`config.mk`:
```
export PLATFORM = sky130hd
export DESIGN_NAME = tick_scheduler
export DESIGN_NICKNAME = d
export VERILOG_FILES = /design/src/rtl/tick_sched_pkg.sv /design/src/rtl/tick_channel.sv /design/src/rtl/tick_scheduler.sv
export SDC_FILE = /design/constraint.sdc
export NUM_CORES = 1
export LEC_CHECK = 0
export ABC_AREA = 0
export CELL_PAD_IN_SITES_DETAIL_PLACEMENT = 0
export CELL_PAD_IN_SITES_GLOBAL_PLACEMENT = 2
export CORE_UTILIZATION = 42
export CTS_BUF_LIST = sky130_fd_sc_hd__clkbuf_2
export CTS_CLUSTER_DIAMETER = 200
export DETAILED_ROUTE_END_ITERATION = 8
export DONT_BUFFER_PORTS = 1
export PLACE_DENSITY = 0.94
export SLEW_MARGIN = 10
export SYNTH_ARGS = -nofsm -noshare
export SYNTH_HDL_FRONTEND = slang
export SYNTH_HIERARCHICAL = 1
export SYNTH_SLANG_ARGS = --single-unit
export TNS_END_PERCENT = 10
```
`constraint.sdc`:
```
create_clock -name clk -period 4 [get_ports clk]
set_clock_uncertainty 0.15 [all_clocks]
set_input_delay 0.6 -clock clk [delete_from_list [all_inputs] [get_ports clk]]
set_output_delay 0.6 -clock clk [all_outputs]
set_load 0.02 [all_outputs]
```
`src/rtl/tick_sched_pkg.sv`:
```
// Shared definitions for the tick scheduler: channel FSM states, the
// half-period clamp applied when a config is committed, and the channel
// index width helper.
package tick_sched_pkg;

  typedef enum logic [1:0] {
    OFF   = 2'd0,
    RUN   = 2'd1,
    DRAIN = 2'd2
  } ch_state_t;

  // A zero half-period would never wrap; treat it as one base tick.
  function automatic logic [31:0] clamp_period(input logic [31:0] p);
    return (p == 32'd0) ? 32'd1 : p;
  endfunction

  // Channel select width, at least one bit even for a single channel.
  function automatic int ch_width(input int n);
    return (n > 1) ? $clog2(n) : 1;
  endfunction

endpackage

```
`src/rtl/tick_channel.sv`:
```
// One scheduler channel: shadow config, state machine, base-tick counter
// and square output.
//   clk, rst_n            clock, synchronous active-low reset
//   base_tick             shared timebase pulse
//   acc                   config accepted for this channel this cycle
//   cfg_period/enable     config payload captured into the shadow on acc
//   slow_clk / tick_out   square output / pulse on each toggle
//   pending               shadow holds an accepted, unapplied update
// With TICK_SCHED_READBACK_EN defined, also exports act_period and running.
module tick_channel import tick_sched_pkg::*; #(
  parameter int PERIOD_W = 16
) (
  input  logic                clk,
  input  logic                rst_n,
  input  logic                base_tick,
  input  logic                acc,
  input  logic [PERIOD_W-1:0] cfg_period,
  input  logic                cfg_enable,
  output logic                slow_clk,
  output logic                tick_out,
  output logic                pending
`ifdef TICK_SCHED_READBACK_EN
  ,
  output logic [PERIOD_W-1:0] act_period,
  output logic                running
`endif
);

  ch_state_t           state, state_nx;
  logic [PERIOD_W-1:0] ctr, act, sh_p;
  logic                sh_en;
  logic                wrap, fall, apply;

`ifdef TICK_SCHED_READBACK_EN
  assign act_period = act;
  assign running    = (state != OFF);
`endif

  always_comb begin
    wrap     = base_tick && (ctr == act - PERIOD_W'(1));
    // Falling toggle closes a full period: the only safe point to switch.
    fall     = wrap && slow_clk;
    apply    = 1'b0;
    state_nx = state;
    case (state)
      OFF: if (pending) begin
        apply    = 1'b1;
        state_nx = sh_en ? RUN : OFF;
      end
      RUN: if (acc) state_nx = DRAIN;
      DRAIN: if (fall) begin
        apply    = 1'b1;
        state_nx = sh_en ? RUN : OFF;
      end
      default: state_nx = OFF;
    endcase
  end

  always_ff @(posedge clk) begin
    if (!rst_n) state <= OFF;
    else        state <= state_nx;
  end

  always_ff @(posedge clk) begin
    if (!rst_n) begin
      ctr      <= '0;
      act      <= '0;
      sh_p     <= '0;
      sh_en    <= 1'b0;
      slow_clk <= 1'b0;
      tick_out <= 1'b0;
      pending  <= 1'b0;
    end else begin
      tick_out <= 1'b0;
      if (acc) begin
        sh_p    <= cfg_period;
        sh_en   <= cfg_enable;
        pending <= 1'b1;
      end
      // Apply wins over counting; in DRAIN the counter is wrapping to 0 anyway.
      if (apply) begin
        act     <= PERIOD_W'(clamp_period(32'(sh_p)));
        ctr     <= '0;
        pending <= 1'b0;
      end else if (state != OFF && base_tick) begin
        ctr <= wrap ? '0 : ctr + PERIOD_W'(1);
      end
      if (state != OFF && wrap) begin
        slow_clk <= ~slow_clk;
        tick_out <= 1'b1;
      end
    end
  end

endmodule

```
`src/rtl/tick_scheduler.sv`:
```
// Shared-timebase rate controller: a prescaler makes base_tick every
// CLK_FREQ/BASE_FREQ clocks; NUM_CH channels divide it into square outputs
// whose half-period/enable are set through a valid/ready config port and
// committed only at full-period boundaries.
//   clk, rst_n                     clock, synchronous active-low reset
//   cfg_valid/cfg_ready            config handshake (ready = ~pending[cfg_ch])
//   cfg_ch/cfg_period/cfg_enable   config payload
//   slow_clk, tick_out, pending    per-channel outputs
//   base_tick                      shared timebase pulse
// Optional macro TICK_SCHED_READBACK_EN adds rd_period / rd_running for
// the channel addressed by cfg_ch.
module tick_scheduler import tick_sched_pkg::*; #(
  parameter  int CLK_FREQ  = 100_000_000,
  parameter  int BASE_FREQ = 1000,
  parameter  int NUM_CH    = 4,
  parameter  int PERIOD_W  = 16,
  localparam int CH_W      = ch_width(NUM_CH)
) (
  input  logic                clk,
  input  logic                rst_n,
  input  logic                cfg_valid,
  output logic                cfg_ready,
  input  logic [CH_W-1:0]     cfg_ch,
  input  logic [PERIOD_W-1:0] cfg_period,
  input  logic                cfg_enable,
  output logic [NUM_CH-1:0]   slow_clk,
  output logic [NUM_CH-1:0]   tick_out,
  output logic                base_tick,
  output logic [NUM_CH-1:0]   pending
`ifdef TICK_SCHED_READBACK_EN
  ,
  output logic [PERIOD_W-1:0] rd_period,
  output logic                rd_running
`endif
);

  localparam int PRESCALE = CLK_FREQ / BASE_FREQ;
  localparam int PS_W     = $clog2(PRESCALE);

  logic [PS_W-1:0]   ps_cnt;
  logic              ps_wrap;
  logic [NUM_CH-1:0] acc;

  assign ps_wrap = (ps_cnt == PS_W'(PRESCALE - 1));

  always_ff @(posedge clk) begin
    if (!rst_n) begin
      ps_cnt    <= '0;
      base_tick <= 1'b0;
    end else begin
      ps_cnt    <= ps_wrap ? '0 : ps_cnt + PS_W'(1);
      base_tick <= ps_wrap;
    end
  end

`ifdef TICK_SCHED_READBACK_EN
  logic [NUM_CH-1:0][PERIOD_W-1:0] rd_act;
  logic [NUM_CH-1:0]               rd_run;
`endif

  // Out-of-range channel numbers see ready=1 and match no channel, so the
  // request completes and is dropped.
  always_comb begin
    cfg_ready = 1'b1;
    acc       = '0;
`ifdef TICK_SCHED_READBACK_EN
    rd_period  = '0;
    rd_running = 1'b0;
`endif
    for (int i = 0; i < NUM_CH; i++) begin
      if (cfg_ch == CH_W'(i)) begin
        cfg_ready = ~pending[i];
        acc[i]    = cfg_valid & ~pending[i];
`ifdef TICK_SCHED_READBACK_EN
        rd_period  = rd_act[i];
        rd_running = rd_run[i];
`endif
      end
    end
  end

  for (genvar i = 0; i < NUM_CH; i++) begin : g_ch
    tick_channel #(.PERIOD_W(PERIOD_W)) u_ch (
      .clk        (clk),
      .rst_n      (rst_n),
      .base_tick  (base_tick),
      .acc        (acc[i]),
      .cfg_period (cfg_period),
      .cfg_enable (cfg_enable),
      .slow_clk   (slow_clk[i]),
      .tick_out   (tick_out[i]),
      .pending    (pending[i])
`ifdef TICK_SCHED_READBACK_EN
      ,
      .act_period (rd_act[i]),
      .running    (rd_run[i])
`endif
    );
  end

endmodule

```
==> results of run 1 <==
==> through the flow <==
step	cell area (µm²)	worst slack, ns
CTS	15600	0.0247
global placement	13900	0.414
finish	15600	0.162
detailed placement	13900	0.377
floorplan	13800	0.973
global route	15600	0.0209
==> flip-flops by register name (all words and copies together), names as in the netlist <==
name	count
g_ch.u_ch/tick_out	4
g_ch.u_ch/slow_clk	4
g_ch.u_ch/act	64
g_ch.u_ch/state	8
g_ch.u_ch/pending	4
g_ch.u_ch/sh_p	64
ps_cnt	17
g_ch.u_ch/ctr	64
base_tick	1
g_ch.u_ch/sh_en	4
==> final timing paths <==
kind / start / to / slack (ns) / cells after the start
max: g_ch[3].u_ch/act[4]$_SDFFE_PN0P_ / g_ch[3].u_ch/slow_clk$_SDFFE_PN0P_ / 0.16 / 9
min: cfg_ch[0] / g_ch[2].u_ch/pending$_SDFFE_PP0P_ / 0.10 / 4
max reg2reg: g_ch[3].u_ch/act[4]$_SDFFE_PN0P_ / g_ch[3].u_ch/slow_clk$_SDFFE_PN0P_ / 0.16 / 9
min reg2reg: g_ch[0].u_ch/act[15]$_SDFFE_PN0P_ / g_ch[0].u_ch/act[15]$_SDFFE_PN0P_ / 0.33 / 2
==> critical path: stages (launching register included) <==
cell	delay, ns
dfxtp_1	0.39
or4_4	0.60
nor4_4	0.32
mux2i_1	0.25
nand4_1	0.11
or4_4	0.60
buf_4	0.23
o311ai_0	0.33
o41ai_1	0.14
dlygate4sd3_1	0.59
==> layer usage <==
metal,wire length [µm],vias to the layer above
met3,1520,79
met2,16200,241
met5,0,-
met1,16600,5664
met4,1250,0
li1,-,5999
==> cell usage in the layout, fill, tap and decap left out, types with 10 or more instances in the layout <==
cell           Yosys  routed
dfxtp_1          234     234
nor2_1           155     155
nand2_1          126     126
dlygate4sd3_1      0     101
clkbuf_2           2      92
mux2i_1           92      92
xnor2_1           67      67
xor2_1            64      64
nor2b_1           58      58
and4b_1           56      56
nand3b_1          53      53
o2111ai_1         49      49
a31oi_1           49      49
nor3_1            36      34
nand3_1           32      32
nor4_1            32      32
o211ai_2          30      30
nand4_1           28      28
inv_1             26      26
o21ai_0           24      24
and3_1            21      21
o211ai_1          21      21
a21oi_1           20      20
buf_4              4      18
clkinv_1           1      17
or4_1             13      12
a211o_1           10      10
==> what timing repair did <==
item / 4_1_cts / 5_1_grt
hold endpoints to repair: 212 / 0
hold buffers: 102 / 0
endpoints found under the setup margin: 0 / 4
resized for setup: 0 / 3
==> cell families after synthesis <==
| group | after synthesis | synth area share, % |
|---|---|---|
| adder cells (fa/ha/maj) | 9 | 0.814 |
| flip-flops | 234 | 33.8 |
| buffers and inverters | 157 | 5.38 |
| AND/OR/NAND/NOR | 676 | 28.4 |
| AO/OA/AOI/OAI | 276 | 16.3 |
| XOR/XNOR | 131 | 8.29 |
| multiplexers | 94 | 6.90 |
==> cell type report <==
type / instances / area [µm²]
Clock buffer: 92 / 460
Multi-Input combinational cell: 1186 / 8450
Timing Repair Buffer: 120 / 1170
Tap cell: 442 / 553
Clock inverter: 24 / 151
Antenna cell: 5 / 12.5
Sequential cell: 234 / 4680
Fill cell: 3091 / 16900
Inverter: 27 / 101
==> power groups by stage <==
stage               registers (W)  clock network [W]  logic (W)
floorplan                 0.00244                  0   0.000300
global placement          0.00246                  0   0.000306
finish                    0.00241            0.00182   0.000415
CTS                       0.00241            0.00191   0.000411
detailed placement        0.00246                  0   0.000311
global route              0.00242            0.00203   0.000454
==> results_dict.tcl, run 1 <==
set metrics [dict create \
    design.die.area_mm2 0.0337 \
    synth_edf_count 0 \
    clock.fmax_mhz 261 \
    met3_usage_pct 4.20 \
    grt_max_degree 224 \
    nNetsFinal 1666 \
    switchingPower_w 0.00135 \
    final_util_pct 48.0 \
    tns_ns 0 \
    yosys.area.top_type_share_pct 33.8 \
    crit_type "register to register" \
    synth_top_area_cell "dfxtp_1" \
    rsz0062_at_grt "false" \
    clkTransAtPathRegs_ns 0.11 \
    firstDrtPassIters 5 \
    post_cts_buffers 0 \
    ant_nets 0 \
    fin_crit_ns 3.84 \
    yosys_warnings 6 \
    max_slew_margin_pct 32.8 \
    yosys-top-cells-count "dfxtp_1 (234), nor2_1 (155), nand2_1 (126)" \
    ys_seq_area_share_pct 33.8 \
    status "finished, final reports clean" \
    port_buffers 0 \
    switching_share_pct 29.1 \
    grt.busiest_layer "met2" \
    core-area_mm2 0.0325 \
    async_flop_share_pct 0 \
    antenna_found_initial 5 \
    syn_nets 1608 \
    track_usage_pct 21.4 \
    cts_tree "done" \
    avgSynthCellArea_um2 8.78 \
    die_y_um 184 \
    clock_sinks 234 \
    setup_violations 0 \
    comb_power_share_pct 8.9 \
    instances_no_fill 2130 \
    clk_latency_ns 0.85 \
    hold_ws_ns 0.101 \
    power.share.clock_pct 39.2 \
    clock-root-buffer "clkbuf_2" \
    synth_cells 1577 \
    dp.final_hpwl_um 22400 \
    cap_violations 0 \
    grt_pass1_wl_um 58700 \
    h-tree-depth 3 \
    grt_remaining_overflow 0 \
    start_util_pct 42.6 \
    drt_wl_total_um 35600 \
    syn2layout_area_growth_pct 12.6 \
    slew_viol_final 0 \
    vias 12000 \
    synth-seq-cells 234 \
    use_met2_pct 33.2 \
    cp-end-kind "register" \
    drcViolationCount 0 \
    synth.most_common_cell "dfxtp_1" \
    arrival_ns 4.42 \
    wire_per_inst_um 16.7 \
    layout-drive-gt1-share_pct 11.4 \
    tightest_slew_ns 1.01 \
    ys.flop_type "dfxtp_1" \
    power.leakage_nw 5.72 \
    dieWidth_um 184 \
    drt_iter0_markers 800 \
    ir_drop_mv 0.135 \
    cp_max_fo 14 \
    ys_types 79 \
    p_seq_share_pct 51.9 \
    hold_path.class "input port to register" \
    synth_area_mm2 0.0138 \
    via_per_inst 5.63 \
    synth.area.top_cells "dfxtp_1 (34%), mux2i_1 (6.7%), xnor2_1 (4.2%)" \
    required_ns 4.59 \
    power_density_mw_per_mm2 298 \
    gp_congestion 0.865 \
    grt_use_met1_pct 28.1 \
    fin_crit_sh_pct 95.9 \
    grt_pass1_vias 11300 \
    p_total_w 0.00465 \
    p_int_w 0.00330 \
    worstSetupStartpointType "register" \
    hold_viol_final 0 \
    num_rows 66 \
    cts_made_buffers 66 \
    dp.cells 1907 \
    clock_path_buffers 3 \
    io_pins 36 \
]
No activity file was read; power rests on OpenSTA's default activity.
==> run 2: changes to the inputs <==
--- a/config.mk
+++ b/config.mk
@@ -13,6 +13,7 @@
 export CTS_CLUSTER_DIAMETER = 200
 export DETAILED_ROUTE_END_ITERATION = 8
 export DONT_BUFFER_PORTS = 1
+export HOLD_SLACK_MARGIN = 0.08
 export PLACE_DENSITY = 0.94
 export SLEW_MARGIN = 10
 export SYNTH_ARGS = -nofsm -noshare
==> run 2 against run 1 <==
Final cell count grew 0.38%. Critical path depth is the same. Combinational power rose by 2%. Worst hold slack gained 0.099 ns. Sequential share of layout area decreased by 0.14 points. Highest routed layer unchanged.
==> results_dict.tcl, run 2 (synthesis results as in run 1) <==
set metrics [dict create \
    clock_path_buffers 3 \
    slew_viol_final 0 \
    max_slew_margin_pct 32.3 \
    regToRegStartpoint "g_ch[3].u_ch/act[4]$_SDFFE_PN0P_" \
    tns_ns 0 \
    crit_type "register to register" \
    final_util_pct 48.2 \
    cts_made_buffers 66 \
    drt_iter0_markers 861 \
    drcViolationCount 0 \
    wire_per_inst_um 16.7 \
    power.leakage_nw 5.74 \
    power_density_mw_per_mm2 297 \
    num_rows 66 \
    hold_ws_ns 0.200 \
    ir_drop_mv 0.134 \
    nFillCells 3077 \
    grt_max_degree 225 \
    required_ns 4.59 \
    reg2reg_to "g_ch[3].u_ch/slow_clk$_SDFFE_PN0P_" \
    clkTransAtPathRegs_ns 0.11 \
    mostFrequentLayoutCells "dfxtp_1 (234), nor2_1 (155), nand2_1 (126), dlygate4sd3_1 (108)" \
    worstSetupStartpointType "register" \
    rrSetupSlack_ns 0.16 \
    dp.final_hpwl_um 22400 \
    clock_sinks 234 \
    start_util_pct 42.6 \
    syn2layout_area_growth_pct 13.1 \
    hold_path.class "input port to register" \
    fin_crit_ns 3.84 \
    drt_wl_total_um 35700 \
    firstDrtPassIters 5 \
    vias 12100 \
    status "finished, final reports clean" \
    grt_pass1_vias 11400 \
    gp_congestion 0.865 \
    min-delay-start "cfg_ch[0]" \
    die_y_um 184 \
    fin_crit_sh_pct 95.9 \
    tightest_slew_ns 1.01 \
    track_usage_pct 21.4 \
    design.die.area_mm2 0.0337 \
    grt_pass1_wl_um 58800 \
    reg2reg_depth 9 \
    rsz0062_at_grt "false" \
    h-tree-depth 3 \
    reg_top3 "g_ch.u_ch/act: 64 flops, g_ch.u_ch/ctr: 64 flops, g_ch.u_ch/sh_p: 64 flops" \
    hold_viol_final 0 \
    dieWidth_um 184 \
    cp-end-kind "register" \
    ant_nets 0 \
    port_buffers 0 \
    layout_commonest_cell "dfxtp_1" \
    io_pins 36 \
    clock-root-buffer "clkbuf_2" \
    cap_violations 0 \
    clk_latency_ns 0.85 \
    arrival_ns 4.43 \
    layout-drive-gt1-share_pct 11.4 \
    antenna_found_initial 5 \
    setup_violations 0 \
    hold_end "g_ch[1].u_ch/pending$_SDFFE_PP0P_" \
    core-area_mm2 0.0325 \
    cp_max_fo 14 \
    post_cts_buffers 0 \
    nNetsFinal 1673 \
    cts_tree "done" \
    grt_remaining_overflow 0 \
    via_per_inst 5.64 \
    whs_path_depth 5 \
    clock.fmax_mhz 261 \
]
==> run 2: cell types whose count changed in the layout (fill, tap and decap cells not counted) <==
cell           delta
dlygate4sd3_1     +7
diode_2           +1
==> run 2: where the power goes <==
part / internal (W) / leakage (nW) / total, W / switching (W)
Sequential: 0.00236 / 1.89 / 0.00241 / 0.0000495
Combinational: 0.000190 / 3.40 / 0.000422 / 0.000232
Clock: 0.000751 / 0.456 / 0.00182 / 0.00107
Total: 0.00330 / 5.74 / 0.00466 / 0.00135
==> run 2: layout make-up <==
type                       count  area [µm²]  share of cell area (%)
antenna                        6        15.0                  0.0959
clock buffer                  92         460                    2.94
clock inverter                24         151                   0.967
inverter                      27         101                   0.647
multi-input combinational   1186        8450                    54.0
sequential                   234        4680                    29.9
tap                          442         553                    3.53
timing repair buffer         127        1240                    7.94
==> run 2: worst max-delay path, cell delays in order (launching register included) <==
cell and delay, ns:
dfxtp_1 0.39, or4_4 0.60, nor4_4 0.32, mux2i_1 0.25, nand4_1 0.11, or4_4 0.60
buf_4 0.24, o311ai_0 0.33, o41ai_1 0.13, dlygate4sd3_1 0.59
==> run 2: per-layer routing <==
layer  track usage (%)  part of all wire (%)
met1              28.2                    47
met2              33.3                    45
met3              4.08                   4.4
met4              10.8                   3.4
met5                 0                     0
==> run 2: worst max-delay path by stage <==
stage                                startpoint  cells past startpoint                                 end
6_report       g_ch[3].u_ch/act[4]$_SDFFE_PN0P_                      9  g_ch[3].u_ch/slow_clk$_SDFFE_PN0P_
5_1_grt        g_ch[3].u_ch/act[4]$_SDFFE_PN0P_                      9  g_ch[3].u_ch/slow_clk$_SDFFE_PN0P_
4_1_cts        g_ch[3].u_ch/act[4]$_SDFFE_PN0P_                      9  g_ch[3].u_ch/slow_clk$_SDFFE_PN0P_
3_5_place_dp   g_ch[3].u_ch/act[4]$_SDFFE_PN0P_                      7    g_ch[3].u_ch/act[0]$_SDFFE_PN0P_
3_3_place_gp   g_ch[3].u_ch/act[4]$_SDFFE_PN0P_                      7    g_ch[3].u_ch/act[0]$_SDFFE_PN0P_
2_1_floorplan  g_ch[1].u_ch/act[6]$_SDFFE_PN0P_                     10    g_ch[1].u_ch/act[0]$_SDFFE_PN0P_
==> run 2: through the flow <==
step	cell area [µm²]	instances	setup WS, ns	power [W]
final	15700	2138	0.164	0.00466
after global routing	15700	2137	0.0209	0.00491
after CTS	15600	2132	0.0247	0.00474
after detailed placement	13900	1907	0.377	0.00278
after global placement	13900	1907	0.414	0.00277
after floorplan	13800	1577	0.973	0.00275
==> run 2: what timing repair did <==
item | in CTS | in global routing
hold buffers | 109 | 0
endpoints found under the setup margin | 0 | 4
hold endpoints to repair | 223 | 0
resized for setup | 0 | 3
==> run 3: changes to the inputs <==
--- a/config.mk
+++ b/config.mk
@@ -8,6 +8,7 @@
 export ABC_AREA = 0
 export CELL_PAD_IN_SITES_DETAIL_PLACEMENT = 0
 export CELL_PAD_IN_SITES_GLOBAL_PLACEMENT = 2
+export CORE_MARGIN = 3
 export CORE_UTILIZATION = 42
 export CTS_BUF_LIST = sky130_fd_sc_hd__clkbuf_2
 export CTS_CLUSTER_DIAMETER = 200
==> run 3 against run 2 <==
Critical path type unchanged. Power is 0.69% higher. Worst hold slack better by 0.020 ns. Fmax rose by 2.1%. Combinational power increased by 3%. Sequential cell count did not move. Global-route usage down 1.6 points. Critical path depth down 1. Sequential power about the same. Final cell count increased by 0.37%. Critical endpoint unchanged.
==> results_dict.tcl, run 3 (synthesis results as in run 1) <==
set metrics [dict create \
    start_util_pct 43.2 \
    rsz0062_at_grt "false" \
    setup_slack_ns 0.244 \
    cp_max_fo 16 \
    tightest_slew_ns 1.04 \
    cap_violations 0 \
    p_seq_share_pct 51.4 \
    drcViolationCount 0 \
    die_y_um 188 \
    clock-root-buffer "clkbuf_2" \
    gp_congestion 0.845 \
    drt_iter0_markers 805 \
    track_usage_pct 19.8 \
    power.leakage_nw 5.86 \
    clock.fmax_mhz 266 \
    cp_cell_sequence "or4_4, nor4_4, mux2i_1, nand4_1, or4_4, o311ai_0, o41ai_1, dlygate4sd3_1" \
    grt_remaining_overflow 0 \
    vias 12100 \
    drt_wl_total_um 35700 \
    via_per_inst 5.63 \
    dp.final_hpwl_um 22600 \
    clk_latency_ns 0.83 \
    cp_num_buf_inv 1 \
    clkTransAtPathRegs_ns 0.10 \
    worst_path_largest_cell_delay_ns 0.64 \
    grt_pass1_vias 11400 \
    min-delay-start "cfg_ch[0]" \
    grt_max_degree 217 \
    ir_drop_mv 0.129 \
    post_cts_buffers 0 \
    tns_ns 0 \
    worstSetupStartpointType "register" \
    reg_top3 "g_ch.u_ch/act: 64 flops, g_ch.u_ch/ctr: 64 flops, g_ch.u_ch/sh_p: 64 flops" \
    antenna_found_initial 5 \
    crit_family "simple AND/OR/NAND/NOR gates" \
    layout-drive-gt1-share_pct 11.8 \
    port_buffers 0 \
    max_slew_margin_pct 30.4 \
    power_density_mw_per_mm2 296 \
    hold_viol_final 0 \
    status "finished, final reports clean" \
    layout_commonest_cell "dfxtp_1" \
    nFillCells 3067 \
    cp_common_cell "or4_4" \
    slowest_stage "or4_4" \
    core-area_mm2 0.0320 \
    dieWidth_um 188 \
    p_int_w 0.00335 \
    slew_viol_final 0 \
    nNetsFinal 1690 \
    design.die.area_mm2 0.0352 \
    switchingPower_w 0.00134 \
    startpoint "g_ch[3].u_ch/act[4]$_SDFFE_PN0P_" \
    clock_path_buffers 3 \
    fin_crit_sh_pct 93.9 \
    dp_slack_ns 0.322 \
    setup_violations 0 \
    cp-end-kind "register" \
    num_rows 65 \
    h-tree-depth 3 \
    p_total_w 0.00469 \
    final_util_pct 49.4 \
    arrival_ns 4.30 \
    cts_made_buffers 67 \
    required_ns 4.54 \
    ant_nets 0 \
    hold_path.class "input port to register" \
    fin_crit_ns 3.76 \
    grt_pass1_wl_um 59100 \
    firstDrtPassIters 5 \
    crit_type "register to register" \
    power.share.clock_pct 39.3 \
    regToRegStartpoint "g_ch[3].u_ch/act[4]$_SDFFE_PN0P_" \
    mostFrequentLayoutCells "dfxtp_1 (234), nor2_1 (155), nand2_1 (126), dlygate4sd3_1 (124), clkbuf_2 (100)" \
    wire_per_inst_um 16.6 \
    switching_share_pct 28.5 \
    clock_sinks 234 \
    io_pins 36 \
    comb_power_share_pct 9.2 \
    syn2layout_area_growth_pct 14.3 \
    cts_tree "done" \
]
[run 3: changes by cell type in the layout (fill, tap and decap cells not counted), moves of 2 or more]
cell,before,now
clkinv_1,17,8
dlygate4sd3_1,108,124
inv_2,1,3
clkbuf_2,92,100
[run 3: final timing paths]
check | endpoint | slack, ns | depth (start not counted)
setup / recovery | g_ch[3].u_ch/slow_clk$_SDFFE_PN0P_ | 0.24 | 8
hold / removal | g_ch[1].u_ch/pending$_SDFFE_PP0P_ | 0.22 | 5
setup reg to reg | g_ch[3].u_ch/slow_clk$_SDFFE_PN0P_ | 0.24 | 8
hold reg to reg | g_ch[0].u_ch/act[13]$_SDFFE_PN0P_ | 0.33 | 2
[run 3: metrics by stage]
stage	area, µm²	instances	hold WS [ns]
after floorplan	13800	1577	0.297
after global placement	13900	1900	0.316
after detailed placement	13900	1900	0.318
after CTS	15800	2141	0.114
after global routing	15800	2146	0.146
final	15800	2146	0.220
[run 3: layout make-up]
type	count	area (µm²)	share of cell area [%]
Antenna cell	5	12.5	0.0791
Clock buffer	100	500	3.16
Clock inverter	16	118	0.743
Sequential cell	234	4680	29.6
Tap cell	435	544	3.44
Timing Repair Buffer	143	1400	8.87
Inverter	27	101	0.641
Multi-Input combinational cell	1186	8450	53.4
[run 3: tightest hold or removal path: stages]
cell,delay (ns)
nand2_1,0.06
nor3_2,0.04
buf_4,0.22
nor2_1,0.14
a21oi_1,0.04
[run 3: layer usage]
layer  wire [µm]  global-route usage (%)  vias up
li1            -                       -     6056
met1       16800                    26.5     5712
met2       16000                    31.1      234
met3        1710                    4.21       75
met4        1160                    8.28        0
met5           0                       0        -
[run 3: power groups by stage]
stage | logic (W) | registers, W | clock network [W]
after floorplan | 0.000300 | 0.00244 | 0
after global placement | 0.000307 | 0.00246 | 0
after detailed placement | 0.000311 | 0.00246 | 0
after CTS | 0.000426 | 0.00241 | 0.00192
after global routing | 0.000471 | 0.00242 | 0.00207
final | 0.000433 | 0.00241 | 0.00184
[run 3: what timing repair did]
action                                  CTS  global route
resized for setup                         0             3
hold buffers                            125             0
endpoints found under the hold margin   209             0
endpoints found under the setup margin    0             3
